**config.mk**
```make
export PLATFORM = sky130hd
export DESIGN_NAME = register_file_multiport
export DESIGN_NICKNAME = d
export VERILOG_FILES = /design/src/rtl/regfile_pkg.sv /design/src/rtl/regfile_clear_fsm.sv /design/src/rtl/register_file_multiport.sv
export SDC_FILE = /design/constraint.sdc
export NUM_CORES = 1
export LEC_CHECK = 0
export CAP_MARGIN = 25
export CORE_MARGIN = 4
export CORE_UTILIZATION = 58
export DETAILED_ROUTE_END_ITERATION = 12
export PLACE_DENSITY = 0.89
export SYNTH_ARGS = -nofsm -noshare
export SYNTH_HDL_FRONTEND = slang
export SYNTH_SLANG_ARGS = --single-unit
export TNS_END_PERCENT = 30
```
**constraint.sdc**
```tcl
create_clock -name clk -period 8.2 [get_ports clk]
set_clock_uncertainty 0.05 [all_clocks]
set_input_delay 2.46 -clock clk [delete_from_list [all_inputs] [get_ports clk]]
set_output_delay 2.46 -clock clk [all_outputs]
set_load 0.05 [all_outputs]
```
**src/rtl/regfile_pkg.sv**
```systemverilog
// Shared types and helpers for the multiport register file and its bulk-clear engine.
package regfile_pkg;

  typedef enum logic [1:0] {
    RF_IDLE,
    RF_CLEAR,
    RF_DONE
  } rf_clear_state_t;

  function automatic logic rf_index_valid(input int unsigned idx, input int unsigned num_regs);
    return idx < num_regs;
  endfunction

endpackage

```
**src/rtl/regfile_clear_fsm.sv**
```systemverilog
// Bulk-clear sequencer: sweeps one entry per cycle, then pulses clear_done.
module regfile_clear_fsm
  import regfile_pkg::*;
#(
  parameter int unsigned NUM_REGS    = 4,
  parameter int unsigned INDEX_WIDTH = $clog2(NUM_REGS)
) (
  input  logic                   clk,
  input  logic                   reset_n,
  input  logic                   clear_req,
  output logic                   idle,
  output logic                   clear_busy,
  output logic                   clear_done,
  output logic                   clr_en,
  output logic [INDEX_WIDTH-1:0] clr_index
);

  localparam logic [INDEX_WIDTH-1:0] LAST_PTR = INDEX_WIDTH'(NUM_REGS - 1);

  rf_clear_state_t        state_q, state_d;
  logic [INDEX_WIDTH-1:0] ptr_q, ptr_d;
  logic                   busy_q, busy_d;
  logic                   done_q, done_d;

  always_comb begin
    state_d = state_q;
    ptr_d   = ptr_q;
    unique case (state_q)
      RF_IDLE: begin
        if (clear_req) begin
          state_d = RF_CLEAR;
          ptr_d   = '0;
        end
      end
      // Pointer parks on the last entry instead of wrapping.
      RF_CLEAR: begin
        if (ptr_q == LAST_PTR) state_d = RF_DONE;
        else                   ptr_d   = ptr_q + INDEX_WIDTH'(1);
      end
      RF_DONE:  state_d = RF_IDLE;
      default:  state_d = RF_IDLE;
    endcase
    busy_d = (state_d == RF_CLEAR);
    done_d = (state_d == RF_DONE);
  end

  always_ff @(posedge clk or negedge reset_n) begin
    if (!reset_n) begin
      state_q <= RF_IDLE;
      ptr_q   <= '0;
      busy_q  <= 1'b0;
      done_q  <= 1'b0;
    end else begin
      state_q <= state_d;
      ptr_q   <= ptr_d;
      busy_q  <= busy_d;
      done_q  <= done_d;
    end
  end

  assign idle       = (state_q == RF_IDLE);
  assign clear_busy = busy_q;
  assign clear_done = done_q;
  assign clr_en     = (state_q == RF_CLEAR);
  assign clr_index  = ptr_q;

endmodule

```
**src/rtl/register_file_multiport.sv**
```systemverilog
// Two-read, one-write register file with write-through bypass, optional zero
// register and a sequential bulk-clear engine.
module register_file_multiport
  import regfile_pkg::*;
#(
  parameter int unsigned DATA_WIDTH  = 16,
  parameter int unsigned NUM_REGS    = 4,
  parameter int unsigned INDEX_WIDTH = $clog2(NUM_REGS),
  parameter bit          ZERO_REG    = 1'b0
) (
  input  logic                   clk,
  input  logic                   reset_n,
  input  logic [INDEX_WIDTH-1:0] read_index_a,
  output logic [DATA_WIDTH-1:0]  read_data_a,
  input  logic [INDEX_WIDTH-1:0] read_index_b,
  output logic [DATA_WIDTH-1:0]  read_data_b,
  input  logic [INDEX_WIDTH-1:0] write_index,
  input  logic                   write_enable,
  input  logic [DATA_WIDTH-1:0]  write_data,
  input  logic                   clear_req,
  output logic                   clear_busy,
  output logic                   clear_done
);

  logic [DATA_WIDTH-1:0]  regs_q [NUM_REGS];
  logic [DATA_WIDTH-1:0]  regs_d [NUM_REGS];
  logic                   idle;
  logic                   clr_en;
  logic [INDEX_WIDTH-1:0] clr_index;
  logic                   wr_ok;

  regfile_clear_fsm #(
    .NUM_REGS   (NUM_REGS),
    .INDEX_WIDTH(INDEX_WIDTH)
  ) u_clear_fsm (
    .clk       (clk),
    .reset_n   (reset_n),
    .clear_req (clear_req),
    .idle      (idle),
    .clear_busy(clear_busy),
    .clear_done(clear_done),
    .clr_en    (clr_en),
    .clr_index (clr_index)
  );

  function automatic logic is_zero_reg(input logic [INDEX_WIDTH-1:0] idx);
    return ZERO_REG && (idx == '0);
  endfunction

  // A write that will commit; the same qualifier gates the bypass path.
  assign wr_ok = idle && write_enable && !is_zero_reg(write_index)
              && rf_index_valid(32'(write_index), NUM_REGS);

  always_comb begin
    for (int unsigned i = 0; i < NUM_REGS; i++) begin
      regs_d[i] = regs_q[i];
      if (wr_ok && (write_index == INDEX_WIDTH'(i))) regs_d[i] = write_data;
      if (clr_en && (clr_index == INDEX_WIDTH'(i)))  regs_d[i] = '0;
    end
  end

  always_ff @(posedge clk or negedge reset_n) begin
    if (!reset_n) regs_q <= '{default: '0};
    else          regs_q <= regs_d;
  end

  always_comb begin
    read_data_a = '0;
    read_data_b = '0;
    for (int unsigned i = 0; i < NUM_REGS; i++) begin
      if (read_index_a == INDEX_WIDTH'(i)) read_data_a = regs_q[i];
      if (read_index_b == INDEX_WIDTH'(i)) read_data_b = regs_q[i];
    end
    if (is_zero_reg(read_index_a)) read_data_a = '0;
    if (is_zero_reg(read_index_b)) read_data_b = '0;
    if (wr_ok && (write_index == read_index_a)) read_data_a = write_data;
    if (wr_ok && (write_index == read_index_b)) read_data_b = write_data;
  end

endmodule
```
==> results.yml <==
logic_synthesis:
  synth_enable_flop_cells: 0
  yosysUniqueCellTypes: 29
  synth_nets: 293
  synth_warnings: 0
  synth_area_um2: 3920
  yosysSeqAreaShare_pct: 44.7
  synth_flop_cell: "dfrtp_1"
  ys_seq_elements: 70
  synthCells: 263
  async_flop_share_pct: 100
  avgSynthCellArea_um2: 14.9
routing:
  wl_per_cell_um: 24.4
  via_per_inst: 7.13
  totalWireLength_um: 9680
  drt-initial-drc-count: 203
  dr.pass1.iters: 5
  route.detailed.drc: 0
  num_vias: 2831
  ant_nets: 0
setup_path:
  crit_fanout: 16
  critPathBufInv: 2
  crit_required_ns: 5.69
  worstSetupPathType: "in2out"
  r2r-start: "u_clear_fsm.state_q[0]"
  worstRegToRegCells: 3
  end_kind: "primary output"
  cp_cell_sequence: "clkdlybuf4s50_1 -> xnor2_1 -> nand3_1 -> mux2_2 -> buf_12"
  crit_path_start_kind: "input port"
  critical_path.top_delay_family: "buffers and inverters"
  max_stage_delay_ns: 0.84
  r2r-end: "regs_q[23]"
  r2r_setup_slack_ns: 6.05
  arrival_ns: 5.00
  slowest_stage: "clkdlybuf4s50_1"
  crit_start: "read_index_a[0]"
clock_tree:
  clkSlewWorstSetupHoldPaths_ns: 0.07
  clockRootBuffer: "clkbuf_8"
  cts_hold_buf: 0
  cts.sinks: 70
  h-tree-depth: 3
  cts_resized: 0
  clk-insertion-delay-late_ns: 0.34
  cts_made_buffers: 9
  cts_tree: "built"
  cts_buffer_depth: 2
  post_cts.repair.setup_buffers: 0
placement:
  dp.cells: 381
  hpwlAfterDp_um: 6200
  placement.io_buffers: 59
  gp_congestion: 0.796
sta:
  slew_viol_final: 0
  max_freq_ghz: 0.133
  setup_violations: 0
  setup_tns_ns: 0
  fin_crit_ns: 7.51
  rsz0062_at_grt: "no"
  relSlewSlack_pct: 32.5
  report.final.hold_viol_count: 0
  whs_ns: 0.469
  worst_pin_slew_ns: 1.01
  post-route-period-util_pct: 91.6
finish:
  fillCellCount: 360
  multi_input_area_um2: 2000
  seq_area_um2: 1750
  antennaDiodeCount: 0
  area_delta_synth_final_pct: 28.1
  drive_gt1_share_pct: 41.3
  fin_cells: 397
  nets: 345
floorplanning:
  row_count: 29
  die_area_um2: 8140
  die_w_um: 90.2
  initial_core_util_pct: 60.7
  fp.dieH_um: 90.2
  pin_count: 60
  coreArea_um2: 6460
hold_path:
  min_path_cells: 1
  min_from: "regs_q[48]"
  hold_end: "regs_q[48]"
  worst_hold_path_type: "reg2reg"
grt:
  grt_pass1_wl_um: 15700
  grt_max_degree: 71
  grt_usage_pct: 24.7
  grt-ovfl-total: 0
  grt_pass1_vias: 2954
  antenna_found_initial: 0
pwr:
  powerDensity_nw_per_um2: 396
  total_power_uw: 1990
  power_leakage_uw: 0.00222
  ir_drop_mv: 0.307
status:
  status: "finished, final reports clean"
run:
  cap_violations: 0
worst max-delay path by stage:
stage	end	slack, ns	cells after the start
after global placement	read_data_a[11]	0.77	5
after CTS	read_data_a[11]	0.69	5
after floorplan	read_data_a[10]	1.85	4
final	read_data_a[11]	0.69	5
after global routing	read_data_a[8]	0.55	5
after detailed placement	read_data_a[11]	0.68	5
metrics by stage:
step | util [%] | setup WS, ns | cell area [µm²]
floorplan | - | 1.85 | 3920
global placement | 74.3 | 0.771 | 4800
detailed placement | 74.3 | 0.683 | 4800
CTS | 77.8 | 0.695 | 5020
global route | 77.8 | 0.553 | 5020
finish | 77.8 | 0.690 | 5020
logic make-up (layout without fill, tap and decap cells):
group | count (synthesis) | count (layout) | synth area share, %
multiplexers | 66 | 66 | 28.1
flip-flops | 70 | 70 | 44.7
AND/OR/NAND/NOR | 21 | 21 | 4.53
XOR/XNOR | 4 | 4 | 0.893
AO/OA/AOI/OAI | 72 | 72 | 16.1
adder cells (fa/ha/maj) | 4 | 4 | 1.28
buffers and inverters | 26 | 83 | 4.40
metal layers:
layer	wire length (µm)	part of all wire (%)	up-vias	track usage, %
li1	-	-	1181	-
met1	3740	39	1478	31.2
met2	5010	52	156	41.3
met3	776	8.0	16	6.68
met4	165	1.7	0	8.67
met5	0	0	-	0
where the power goes:
part | internal, µW | switching [µW] | leakage, µW | total (µW)
logic | 550 | 530 | 0.00117 | 1080
clock network | 178 | 131 | 0.000108 | 309
registers | 478 | 121 | 0.000942 | 600
cells in the final DEF, fill, tap and decap left out:
cell type	instances
buf_12	32
buf_2	1
nor3_4	1
ha_1	4
xnor2_1	4
nand4b_1	1
mux4_2	32
dfrtp_1	70
and3_2	1
nand4bb_1	2
nor3b_4	2
or4b_1	1
o21bai_1	1
buf_4	5
a22o_2	6
a21o_2	1
mux2i_1	1
nor3b_2	1
nand2_1	4
nor2_1	3
nor3b_1	2
clkbuf_8	10
a21o_1	3
mux2_2	33
a22o_1	61
or3b_4	1
clkinv_2	2
clkdlybuf4s50_1	26
bufinv_16	2
inv_1	3
nand3_1	2
clkinvlp_4	2
cells in the mapped netlist (2+ instances only):
| library cell | instances | area (µm²) |
|---|---|---|
| dfrtp_1 | 70 | 1750 |
| a22o_1 | 61 | 534 |
| mux2_2 | 33 | 372 |
| mux4_2 | 32 | 721 |
| buf_2 | 7 | 35.0 |
| a22o_2 | 6 | 60.1 |
| buf_6 | 6 | 67.6 |
| clkbuf_1 | 6 | 22.5 |
| ha_1 | 4 | 50.1 |
| nand2_1 | 4 | 15.0 |
| xnor2_1 | 4 | 35.0 |
| a21o_1 | 3 | 22.5 |
| buf_4 | 3 | 22.5 |
| inv_1 | 3 | 11.3 |
| nor2_1 | 3 | 11.3 |
| nand3_1 | 2 | 10.0 |
| nand4bb_1 | 2 | 22.5 |
| nor3b_1 | 2 | 15.0 |
| nor3b_4 | 2 | 37.5 |
area by class of cell:
cell class	instances	area share, %
tap	77	1.92
timing repair buffer	64	18.8
multi-input combinational	167	39.8
inverter	3	0.224
clock inverter	6	1.69
clock buffer	10	2.74
sequential	70	34.9
flip-flops by register name, summed over array words and instances, names as in the netlist:
| name | count |
|---|---|
| u_clear_fsm.clear_busy | 1 |
| u_clear_fsm.state_q | 2 |
| u_clear_fsm.clear_done | 1 |
| u_clear_fsm.clr_index | 2 |
| regs_q | 64 |
Power figures use the tool's default switching activity.
